**src/rtl/result_packer.sv**
```systemverilog
// Two-stage floating-point result packer: selects each field of the IEEE-style word from operand A/B,
// the computed result or a constant, applies infinity / flush-to-zero overrides and raises sticky flags.
module result_packer #(
  parameter int EXP_WIDTH  = 8,
  parameter int FRAC_WIDTH = 23
) (
  input  logic                            clk,
  input  logic                            reset_n,
  input  logic                            in_valid,
  output logic                            in_ready,
  input  logic [1:0]                      sign_select,
  input  logic [2:0]                      exponent_select,
  input  logic [2:0]                      fraction_msb_select,
  input  logic [1:0]                      fraction_lsbs_select,
  input  logic                            operand_sign_a,
  input  logic                            operand_sign_b,
  input  logic [EXP_WIDTH-1:0]            operand_exponent_a,
  input  logic [EXP_WIDTH-1:0]            operand_exponent_b,
  input  logic [FRAC_WIDTH:0]             operand_fraction_a,
  input  logic [FRAC_WIDTH:0]             operand_fraction_b,
  input  logic                            result_sign,
  input  logic [EXP_WIDTH+1:0]            result_exponent,
  input  logic [FRAC_WIDTH+1:0]           result_fraction,
  output logic                            out_valid,
  input  logic                            out_ready,
  output logic [EXP_WIDTH+FRAC_WIDTH:0]   result,
  output logic                            flag_overflow,
  output logic                            flag_underflow,
  input  logic                            flag_clear
);

  // Select encodings: 0 = A, 1 = B, 2 = RESULT, 3 = ZERO(S), 4 = ONE(S); anything else reads as zero.
  localparam logic signed [EXP_WIDTH+1:0] EXP_MAX  = (EXP_WIDTH+2)'((1 << EXP_WIDTH) - 1);
  localparam logic signed [EXP_WIDTH+1:0] EXP_ZERO = '0;

  logic                    s1_valid;
  logic [1:0]              s1_sign_sel;
  logic [2:0]              s1_exp_sel;
  logic [2:0]              s1_msb_sel;
  logic [1:0]              s1_lsbs_sel;
  logic                    s1_sign_a;
  logic                    s1_sign_b;
  logic [EXP_WIDTH-1:0]    s1_exp_a;
  logic [EXP_WIDTH-1:0]    s1_exp_b;
  logic [FRAC_WIDTH-1:0]   s1_frac_a;
  logic [FRAC_WIDTH-1:0]   s1_frac_b;
  logic                    s1_res_sign;
  logic [EXP_WIDTH-1:0]    s1_res_exp;
  logic [FRAC_WIDTH-1:0]   s1_res_frac;
  logic                    s1_overflow;
  logic                    s1_underflow;

  logic                    s2_overflow;
  logic                    s2_underflow;

  logic                    s1_advance;
  logic                    s2_advance;
  logic                    in_overflow;
  logic                    in_underflow;
  logic [2:0]              eff_exp_sel;
  logic [2:0]              eff_msb_sel;
  logic [1:0]              eff_lsbs_sel;

  logic                    asm_sign;
  logic [EXP_WIDTH-1:0]    asm_exp;
  logic                    asm_msb;
  logic [FRAC_WIDTH-2:0]   asm_lsbs;

  // Hidden bits and result-fraction guard bits never reach the packed word.
  logic                    unused_hidden_bits;
  assign unused_hidden_bits = ^{operand_fraction_a[FRAC_WIDTH], operand_fraction_b[FRAC_WIDTH],
                                result_fraction[FRAC_WIDTH+1:FRAC_WIDTH]};

  assign s2_advance = !out_valid || out_ready;
  assign s1_advance = !s1_valid || s2_advance;
  assign in_ready   = s1_advance;

  assign in_overflow  = (exponent_select == 3'd2) && ($signed(result_exponent) >= EXP_MAX);
  assign in_underflow = (exponent_select == 3'd2) && ($signed(result_exponent) <= EXP_ZERO);

  // Out-of-range result exponents rewrite the selects so stage 2 emits infinity or a signed zero.
  always_comb begin
    eff_exp_sel  = exponent_select;
    eff_msb_sel  = fraction_msb_select;
    eff_lsbs_sel = fraction_lsbs_select;
    if (in_overflow) begin
      eff_exp_sel  = 3'd4;
      eff_msb_sel  = 3'd3;
      eff_lsbs_sel = 2'd3;
    end else if (in_underflow) begin
      eff_exp_sel  = 3'd3;
      eff_msb_sel  = 3'd3;
      eff_lsbs_sel = 2'd3;
    end
  end

  always_ff @(posedge clk or negedge reset_n) begin
    if (!reset_n) begin
      s1_valid     <= 1'b0;
      s1_sign_sel  <= '0;
      s1_exp_sel   <= '0;
      s1_msb_sel   <= '0;
      s1_lsbs_sel  <= '0;
      s1_sign_a    <= 1'b0;
      s1_sign_b    <= 1'b0;
      s1_exp_a     <= '0;
      s1_exp_b     <= '0;
      s1_frac_a    <= '0;
      s1_frac_b    <= '0;
      s1_res_sign  <= 1'b0;
      s1_res_exp   <= '0;
      s1_res_frac  <= '0;
      s1_overflow  <= 1'b0;
      s1_underflow <= 1'b0;
    end else if (s1_advance) begin
      s1_valid <= in_valid;
      if (in_valid) begin
        s1_sign_sel  <= sign_select;
        s1_exp_sel   <= eff_exp_sel;
        s1_msb_sel   <= eff_msb_sel;
        s1_lsbs_sel  <= eff_lsbs_sel;
        s1_sign_a    <= operand_sign_a;
        s1_sign_b    <= operand_sign_b;
        s1_exp_a     <= operand_exponent_a;
        s1_exp_b     <= operand_exponent_b;
        s1_frac_a    <= operand_fraction_a[FRAC_WIDTH-1:0];
        s1_frac_b    <= operand_fraction_b[FRAC_WIDTH-1:0];
        s1_res_sign  <= result_sign;
        s1_res_exp   <= result_exponent[EXP_WIDTH-1:0];
        s1_res_frac  <= result_fraction[FRAC_WIDTH-1:0];
        s1_overflow  <= in_overflow;
        s1_underflow <= in_underflow;
      end
    end
  end

  always_comb begin
    asm_sign = 1'b0;
    asm_exp  = '0;
    asm_msb  = 1'b0;
    asm_lsbs = '0;
    case (s1_sign_sel)
      2'd0:    asm_sign = s1_sign_a;
      2'd1:    asm_sign = s1_sign_b;
      2'd2:    asm_sign = s1_res_sign;
      default: asm_sign = 1'b0;
    endcase
    case (s1_exp_sel)
      3'd0:    asm_exp = s1_exp_a;
      3'd1:    asm_exp = s1_exp_b;
      3'd2:    asm_exp = s1_res_exp;
      3'd4:    asm_exp = '1;
      default: asm_exp = '0;
    endcase
    case (s1_msb_sel)
      3'd0:    asm_msb = s1_frac_a[FRAC_WIDTH-1];
      3'd1:    asm_msb = s1_frac_b[FRAC_WIDTH-1];
      3'd2:    asm_msb = s1_res_frac[FRAC_WIDTH-1];
      3'd4:    asm_msb = 1'b1;
      default: asm_msb = 1'b0;
    endcase
    case (s1_lsbs_sel)
      2'd0:    asm_lsbs = s1_frac_a[FRAC_WIDTH-2:0];
      2'd1:    asm_lsbs = s1_frac_b[FRAC_WIDTH-2:0];
      2'd2:    asm_lsbs = s1_res_frac[FRAC_WIDTH-2:0];
      default: asm_lsbs = '0;
    endcase
  end

  // Stage 2 keeps its word untouched while the consumer stalls.
  always_ff @(posedge clk or negedge reset_n) begin
    if (!reset_n) begin
      out_valid    <= 1'b0;
      result       <= '0;
      s2_overflow  <= 1'b0;
      s2_underflow <= 1'b0;
    end else if (s2_advance) begin
      out_valid <= s1_valid;
      if (s1_valid) begin
        result       <= {asm_sign, asm_exp, asm_msb, asm_lsbs};
        s2_overflow  <= s1_overflow;
        s2_underflow <= s1_underflow;
      end
    end
  end

  // A new event wins over a clear landing on the same edge.
  always_ff @(posedge clk or negedge reset_n) begin
    if (!reset_n) begin
      flag_overflow  <= 1'b0;
      flag_underflow <= 1'b0;
    end else begin
      if (out_valid && out_ready && s2_overflow) begin
        flag_overflow <= 1'b1;
      end else if (flag_clear) begin
        flag_overflow <= 1'b0;
      end
      if (out_valid && out_ready && s2_underflow) begin
        flag_underflow <= 1'b1;
      end else if (flag_clear) begin
        flag_underflow <= 1'b0;
      end
    end
  end

endmodule

```
**config.mk**
```make
export PLATFORM = sky130hd
export DESIGN_NAME = result_packer
export DESIGN_NICKNAME = d
export VERILOG_FILES = /design/src/rtl/result_packer.sv
export SDC_FILE = /design/constraint.sdc
export NUM_CORES = 1
export LEC_CHECK = 0
export BUFFER_PORTS_ARGS = -buffer_cell sky130_fd_sc_hd__buf_2
export CAP_MARGIN = 20
export CELL_PAD_IN_SITES_DETAIL_PLACEMENT = 0
export CELL_PAD_IN_SITES_GLOBAL_PLACEMENT = 2
export CORE_UTILIZATION = 34
export CTS_BUF_LIST = sky130_fd_sc_hd__clkbuf_16
export DETAILED_ROUTE_END_ITERATION = 10
export HOLD_SLACK_MARGIN = 0.12
export PLACE_DENSITY = 0.88
export SLEW_MARGIN = 20
export SYNTH_ARGS = -nofsm -noshare
export SYNTH_HDL_FRONTEND = slang
export SYNTH_SLANG_ARGS = --single-unit
```
**constraint.sdc**
```tcl
create_clock -name clk -period 1.9 [get_ports clk]
set_input_delay 0.38 -clock clk [delete_from_list [all_inputs] [get_ports clk]]
set_output_delay 0.38 -clock clk [all_outputs]
set_load 0.01 [all_outputs]
```
* Yosys cells after proc, flatten, opt, wreduce, memory -nomap -nowiden
Cells that the tools add are included.
Storage, ports and cells: bits in registers 146, bits in latches 0, RAM bits 0, memory bits (read-only) 0, output and inout bits 36, memories kept 0
Operators by class: add/sub/neg operators 0, $mul 0, divide/modulo/power cells 0, magnitude comparators 2, eq/ne operators 11, shifts and indexed selects 0, muxes and demuxes 13, bitwise gates (word level) 0, reduce and logical (&&, ||, !) cells 17
Operators by type and width (number):
- one-hot mux 22 bit (3 select lines) | 1
- one-hot mux 8 bit (4 select lines) | 1
- two-way mux 3 bit | 4
- greater-or-equal comparator 10 x 9 -> 1 bit (second input constant) | 1
- <= comparator 10 x 1 -> 1 bit (second input constant) | 1
- == test 3 x 2 -> 1 bit (second input constant) | 3
- == test 3 x 1 -> 1 bit (second input constant) | 2
- == test 3 bit (second input constant) | 2
- zero test 3 bit | 2
- logical AND 1 bit | 5
- == test 2 x 1 -> 1 bit (second input constant) | 2
- == test 2 bit (second input constant) | 2
- zero test 2 bit | 2
- two-way mux 2 bit | 2
- one-hot mux 1 bit (4 select lines) | 1
- AND reduction 2 bit | 2
- nonzero test 2 bit | 2
- two-way mux 1 bit | 3
- one-hot mux 1 bit (3 select lines) | 1
- zero test 1 bit | 2
- logical OR 1 bit | 2

* Logic depth before layout (Yosys ltp)
Gate-level depths: netlist of run 1.
word-level depth 4, gate-level depth with buffers 7

* Worst setup path after synthesis of run 1
Ideal clock, no wire load.
path kind input port to flip-flop, start point input result_exponent[7], end point register s1_lsbs_sel[0], setup time 0.126 ns, arrival time 1.253 ns, data required time 1.774 ns, setup slack 0.521 ns, stages 4, path through and4_1 -> a21oi_1 -> o31ai_4 -> o32a_1
Between the ends: word-level cells in the longest chain between the ends 4
Ends and longest elaborated chain:
- start, declared | line 22 | input logic [EXP_WIDTH+1:0] result_exponent,
- <= comparator 10 x 1 -> 1 bit | line 79 | assign in_underflow = (exponent_select == 3'd2) && ($signed(result_exponent) <= EXP_ZERO);
- logical AND 1 bit | line 79
- two-way mux 2 bit | line 90 | end else if (in_underflow) begin
- two-way mux 2 bit * | line 86 | if (in_overflow) begin
- end signal, assigned | line 121 | s1_lsbs_sel <= eff_lsbs_sel;
- end, declared | line 40 | logic [1:0] s1_lsbs_sel;
Every way passes the cells marked *; elsewhere a longest branch is shown, timed or not. A chain may end at the register's enable or synchronous reset.

* Final worst setup path of run 1
start point register out_valid, end point register s1_lsbs_sel[1]
Between the ends: word-level cells in the longest chain between the ends 4
Ends and longest elaborated chain:
- start, declared | line 24 | output logic out_valid,
- start signal, assigned | line 178 | out_valid <= s1_valid;
- zero test 1 bit | line 74 | assign s2_advance = !out_valid || out_ready;
- logical OR 1 bit | line 74
- logical OR 1 bit | line 75 | assign s1_advance = !s1_valid || s2_advance;
- AND reduction 2 bit (no source line)
No other way between the ends.

==> results of run 1 <==
[Yosys cell counts (7+ instances only)]
master	number	share of area [%]
a21oi_1	24	1.9
clkbuf_1	12	0.73
buf_2	16	1.3
o21ai_0	39	3.1
a22oi_1	8	0.97
a22o_1	10	1.4
dfrtp_1	146	59
nand2_1	320	19
mux2i_1	23	3.7
buf_6	7	1.3
nor2_1	31	1.9
[area by class of cell]
class	count	area, um^2
Fill cell	1837	10000
Sequential cell	146	3650
Multi-Input combinational cell	492	2320
Timing Repair Buffer	167	1000
Clock buffer	17	425
Tap cell	229	287
Clock inverter	15	238
Inverter	4	15.0
Antenna cell	2	5.00
[routing by layer]
layer | global-route usage [%] | up-vias | wire [um]
li1 | - | 2493 | -
met1 | 22.8 | 2330 | 7170
met2 | 28.3 | 107 | 7380
met3 | 5.41 | 7 | 862
met4 | 4.88 | 2 | 95
met5 | 0 | - | 10
[state kept, by name, indices dropped and copies added (netlist names), 2 cells and up]
register	flops
s1_frac_b	23
s1_exp_a	8
s1_frac_a	23
s1_res_frac	23
s1_lsbs_sel	2
s1_sign_sel	2
s1_exp_sel	3
result	32
s1_exp_b	8
s1_msb_sel	3
s1_res_exp	8
[worst max-delay path: cells and delay by family, from the launching register on]
| family | cells | cell delay, ns |
|---|---|---|
| compound gates | 2 | 0.55 |
| flops | 1 | 0.43 |
| simple gates | 2 | 0.49 |
[kinds of logic after synthesis]
family,Yosys count
and+or+nand+nor,369
AOI/OAI and AO/OA,96
muxes,26
DFF,146
adders and majority gates,1
buffers and inverters,43
[worst max-delay path by stage]
stage | endpoint | cells after the start | slack [ns]
2_1_floorplan | s1_lsbs_sel[0]$_DFFE_PN0P_ | 4 | 0.52
3_3_place_gp | s1_lsbs_sel[0]$_DFFE_PN0P_ | 5 | 0.23
3_5_place_dp | s1_msb_sel[1]$_DFFE_PN0P_ | 5 | 0.21
4_1_cts | s1_msb_sel[0]$_DFFE_PN0P_ | 4 | 0.29
5_1_grt | s1_lsbs_sel[1]$_DFFE_PN0P_ | 4 | 0.22
6_report | s1_lsbs_sel[1]$_DFFE_PN0P_ | 4 | 0.30
[layout by cell type, fill, tap and decap left out, types with 2 or more instances in the layout]
cell,instances
a21oi_1,24
a22o_1,10
a22oi_1,8
a31oi_1,2
and4_1,2
buf_12,9
buf_2,147
buf_4,9
bufinv_16,6
clkbuf_16,17
clkinv_1,2
clkinv_2,2
clkinvlp_4,3
dfrtp_1,146
diode_2,2
inv_1,4
mux2_2,3
mux2i_1,23
nand2_1,318
nand2b_1,3
nand3_1,2
nand3b_1,2
nor2_1,31
nor2b_1,2
nor3_1,2
o21ai_0,39
o21ai_1,4
o32a_1,4
[timing repair]
item	4_1_cts	5_1_grt
setup endpoints to repair	0	0
buffers inserted	0	0
hold buffers	1	0
endpoints found under the hold margin	36	0
[report_power, final]
part,internal [mW],switching [mW],total [mW]
logic,0.647,0.868,1.51
clock network,2.45,1.31,3.77
registers,3.58,0.272,3.86
[metrics by stage]
stage               hold slack (ns)  worst slack, ns  instances  power (mW)
floorplan                    0.0844            0.521        681        4.76
detailed placement            0.334            0.208       1037        5.46
CTS                           0.131            0.288       1070        9.28
global route                  0.138            0.220       1071        9.65
global placement              0.336            0.228       1037        5.43
finish                        0.151            0.304       1072        9.14
==> flow_metrics.tcl, run 1 <==
set metrics [dict create \
    synthAdderAreaFrac_pct 0.161 \
    nNetsFinal 945 \
    status "complete, no violations" \
    maxSlewHeadroom_pct 68.0 \
    finalCriticalPeriod_ns 1.60 \
    drt_iter0_markers 203 \
    path_max_fanout 26 \
    synth_xor_area_share_pct 0 \
    dieArea_um2 18800 \
    num_rows 49 \
    clk_pin_slew_ns 0.06 \
    drv_slew 0 \
    vias 4939 \
    syn-num-nets 798 \
    clock-sinks 146 \
    crit_arrival_ns 1.89 \
    core_area_um2 18000 \
    ant_nets 0 \
    place_hpwl_um 10700 \
    grt_pass1_vias 4723 \
    port_buffers 148 \
    grt_setup_unrepaired "no" \
    globalRouteOverflowTotal 0 \
    final_core_util_pct 44.3 \
    grt_max_degree 52 \
    h-tree-depth 4 \
    drc 0 \
    r2r_end "s1_lsbs_sel[1]$_DFFE_PN0P_" \
    cts-root-buf "clkbuf_16" \
    detail_route.wl_per_cell_um 14.5 \
    tns_ns 0 \
    synth_compound_area_share_pct 9.49 \
    hold_start "operand_exponent_b[6]" \
    ys_ff_latch 146 \
    synthMuxAreaShare_pct 4.25 \
    cts_resized 0 \
    start_kind "register" \
    crit_path_end_kind "register" \
    hold_depth 3 \
    area_growth_pct 28.0 \
    grt_pass1_wl_um 24900 \
    die_y_um 137 \
    cp.required_ns 2.19 \
    synth_simple_gate_area_share_pct 23.3 \
    min_path_type "in -> reg" \
    cpMaxStageDelayCell "dfrtp_1" \
    yosysWarnings 0 \
    synth_cell_type_count 33 \
    drt-total-wl_um 15500 \
    worstSetupStartpoint "out_valid$_DFFE_PN0P_" \
    ir_drop_v 0.000622 \
    setup_violations 0 \
    fin_area_um2 7950 \
    synth-edff-count 0 \
    ioPinCount 153 \
    ys_seq_area_share_pct 58.8 \
    numCtsBuffers 17 \
    reg2reg_from "out_valid$_DFFE_PN0P_" \
    place_area_um2 7270 \
    reg2reg_setup_slack_ns 0.30 \
    skew_ns 0.00683 \
    antenna_found_initial 3 \
    cp_slowest_stage_delay_ns 0.43 \
    synth_async_sr_flop_share_pct 100 \
    initial_utilization_pct 34.6 \
    clk_latency_ns 0.41 \
    synth.avg_cell_area_um2 9.12 \
    syn_inst 681 \
    gp_congestion 0.764 \
    cts_tree "yes" \
    min_period_over_period_pct 84.0 \
    final_layout_size_suffix_gt1_share_pct 24.5 \
    synth_area_um2 6210 \
    path_cells "nand3b_4 -> and2_4 -> o31ai_4 -> o32a_1" \
    maxCapViolations 0 \
    grt.total_usage_pct 17.6 \
    vias_per_cell 4.61 \
    p_leak_nw 4.21 \
    finalHoldViolCount 0 \
    p_per_area_nw_per_um2 1150 \
    fmax_mhz 626 \
    die_w_um 137 \
    ff2ff_path_depth 4 \
    ys.flop_type "dfrtp_1" \
    hold_end "s1_exp_b[6]$_DFFE_PN0P_" \
    drtPass1Iterations 4 \
    synth_top_family_by_area "simple AND/OR/NAND/NOR gates" \
    clk_path_buf_depth 2 \
    path_class "reg -> reg" \
    tightest_slew_ns 0.479 \
]
Note: power is estimated with default switching activity, not from simulation.
==> run 2, diff against run 1 <==
CORE_UTILIZATION = 32   (was 34)
PLACE_DENSITY = 0.84   (was 0.88)
clock period = 1.6 ns   (was 1.9 ns; I/O delays follow)
==> flow_metrics.tcl, run 2 (same netlist as run 1, synthesis figures left out) <==
set metrics [dict create \
    drv_slew 0 \
    p_per_area_nw_per_um2 1190 \
    finalCriticalPeriod_ns 1.50 \
    grt_setup_unrepaired "no" \
    ant_nets 0 \
    fmax_mhz 666 \
    drt_iter0_markers 284 \
    num_rows 50 \
    final_layout_size_suffix_gt1_share_pct 22.3 \
    drt-total-wl_um 16900 \
    detail_route.wl_per_cell_um 14.1 \
    ir_drop_v 0.000694 \
    grt_max_degree 60 \
    final_cells 1196 \
    p_leak_nw 4.57 \
    clk_path_buf_depth 2 \
    path_class "in -> reg" \
    vias_per_cell 4.45 \
    initial_utilization_pct 32.9 \
    skew_ns 0.00980 \
    globalRouteOverflowTotal 0 \
    port_buffers 148 \
    drc 0 \
    core_area_um2 18900 \
    status "complete, no violations" \
    dieArea_um2 20000 \
    start_kind "primary input" \
    placed_cells 1072 \
    largest_reg_flops 32 \
    nNetsFinal 1041 \
    area_growth_pct 42.3 \
    tns_ns 0 \
    crit_arrival_ns 1.80 \
    crit_path_end_kind "register" \
    mostFrequentLayoutCells "nand2_1 (318), buf_2 (147), dfrtp_1 (145)" \
    multi_input_comb_area_um2 2330 \
    tightest_slew_ns 0.396 \
    final_common_cell "nand2_1" \
    grt.total_usage_pct 17.9 \
    maxCapViolations 0 \
    numCtsBuffers 17 \
    power_mw 10.5 \
    cts_tree "yes" \
    clk_latency_ns 0.42 \
    setup_violations 0 \
    antenna_found_initial 0 \
    grt_pass1_vias 5406 \
    regMostFlops "result" \
    post_cts_buffers 0 \
    drtPass1Iterations 4 \
    ioPinCount 153 \
    h-tree-depth 4 \
    maxSlewHeadroom_pct 73.6 \
    min_period_over_period_pct 93.9 \
    place_hpwl_um 11300 \
    die_y_um 141 \
    hold_ws_ns 0.127 \
    clock-sinks 146 \
    regArea_um2 3650 \
    path_max_fanout 6 \
    vias 5324 \
    min_path_type "in -> reg" \
    cp.required_ns 1.89 \
    n_antenna_cell 0 \
    die_w_um 141 \
    finalHoldViolCount 0 \
    grt_pass1_wl_um 27600 \
    final_core_util_pct 46.8 \
    gp_congestion 0.733 \
    cts-root-buf "clkbuf_16" \
    fillCellCount 1906 \
    clk_pin_slew_ns 0.06 \
]
[run 2: worst max-delay path: stages]
cell	delay, ns
dlygate4sd3_1	0.52
buf_2	0.13
and4_1	0.15
a21oi_2	0.19
o31ai_4	0.14
o32a_1	0.34
[run 2: path summary, 6_finish.rpt]
kind / start / cells past startpoint / endpoint / slack [ns]
setup reg to reg: out_valid$_DFFE_PN0P_ / 5 / s1_res_frac[6]$_DFFE_PN0P_ / 0.15
hold / removal: result_fraction[0] / 3 / s1_res_frac[0]$_DFFE_PN0P_ / 0.13
min in group asynchronous: reset_n / 2 / result[16]$_DFFE_PN0P_ / 0.29
max in group asynchronous: reset_n / 3 / result[28]$_DFFE_PN0P_ / 0.76
setup / recovery: result_exponent[0] / 6 / s1_msb_sel[0]$_DFFE_PN0P_ / 0.1
hold reg to reg: s1_exp_a[1]$_DFFE_PN0P_ / 2 / s1_exp_a[1]$_DFFE_PN0P_ / 0.47
[run 2: timing repair]
action                                  4_1_cts  5_1_grt
resized for setup                             0        1
hold endpoints to repair                    238        1
hold buffers                                 92        1
endpoints found under the setup margin        0        4
[run 2: layer usage]
layer / up-vias / track usage [%] / wire, um
li1: 2684 / - / -
met1: 2527 / 23.3 / 7920
met2: 104 / 29.8 / 8190
met3: 9 / 4.86 / 651
met4: 0 / 3.60 / 97
met5: - / 0 / 0
[run 2: cell type report]
class,count,share of cell area (%)
clock inverter,14,1.67
multi-input combinational,492,26.3
timing repair buffer,263,22.0
sequential,146,41.3
inverter,4,0.170
tap,260,3.68
clock buffer,17,4.81
[run 2: power by group]
part           internal (mW)  switching (mW)  leakage (nW)
registers               4.26           0.328          1.81
logic                  0.926            1.07          2.48
clock network           2.40            1.50         0.278
total                   7.59            2.90          4.57
[run 2: stage by stage]
step / cell area, um^2 / setup WS, ns
after global placement: 7330 / 0.0712
after floorplan: 6210 / 0.232
final: 8840 / 0.0979
after detailed placement: 7330 / 0.0502
after global routing: 8840 / 0.0244
after CTS: 8830 / 0.0237
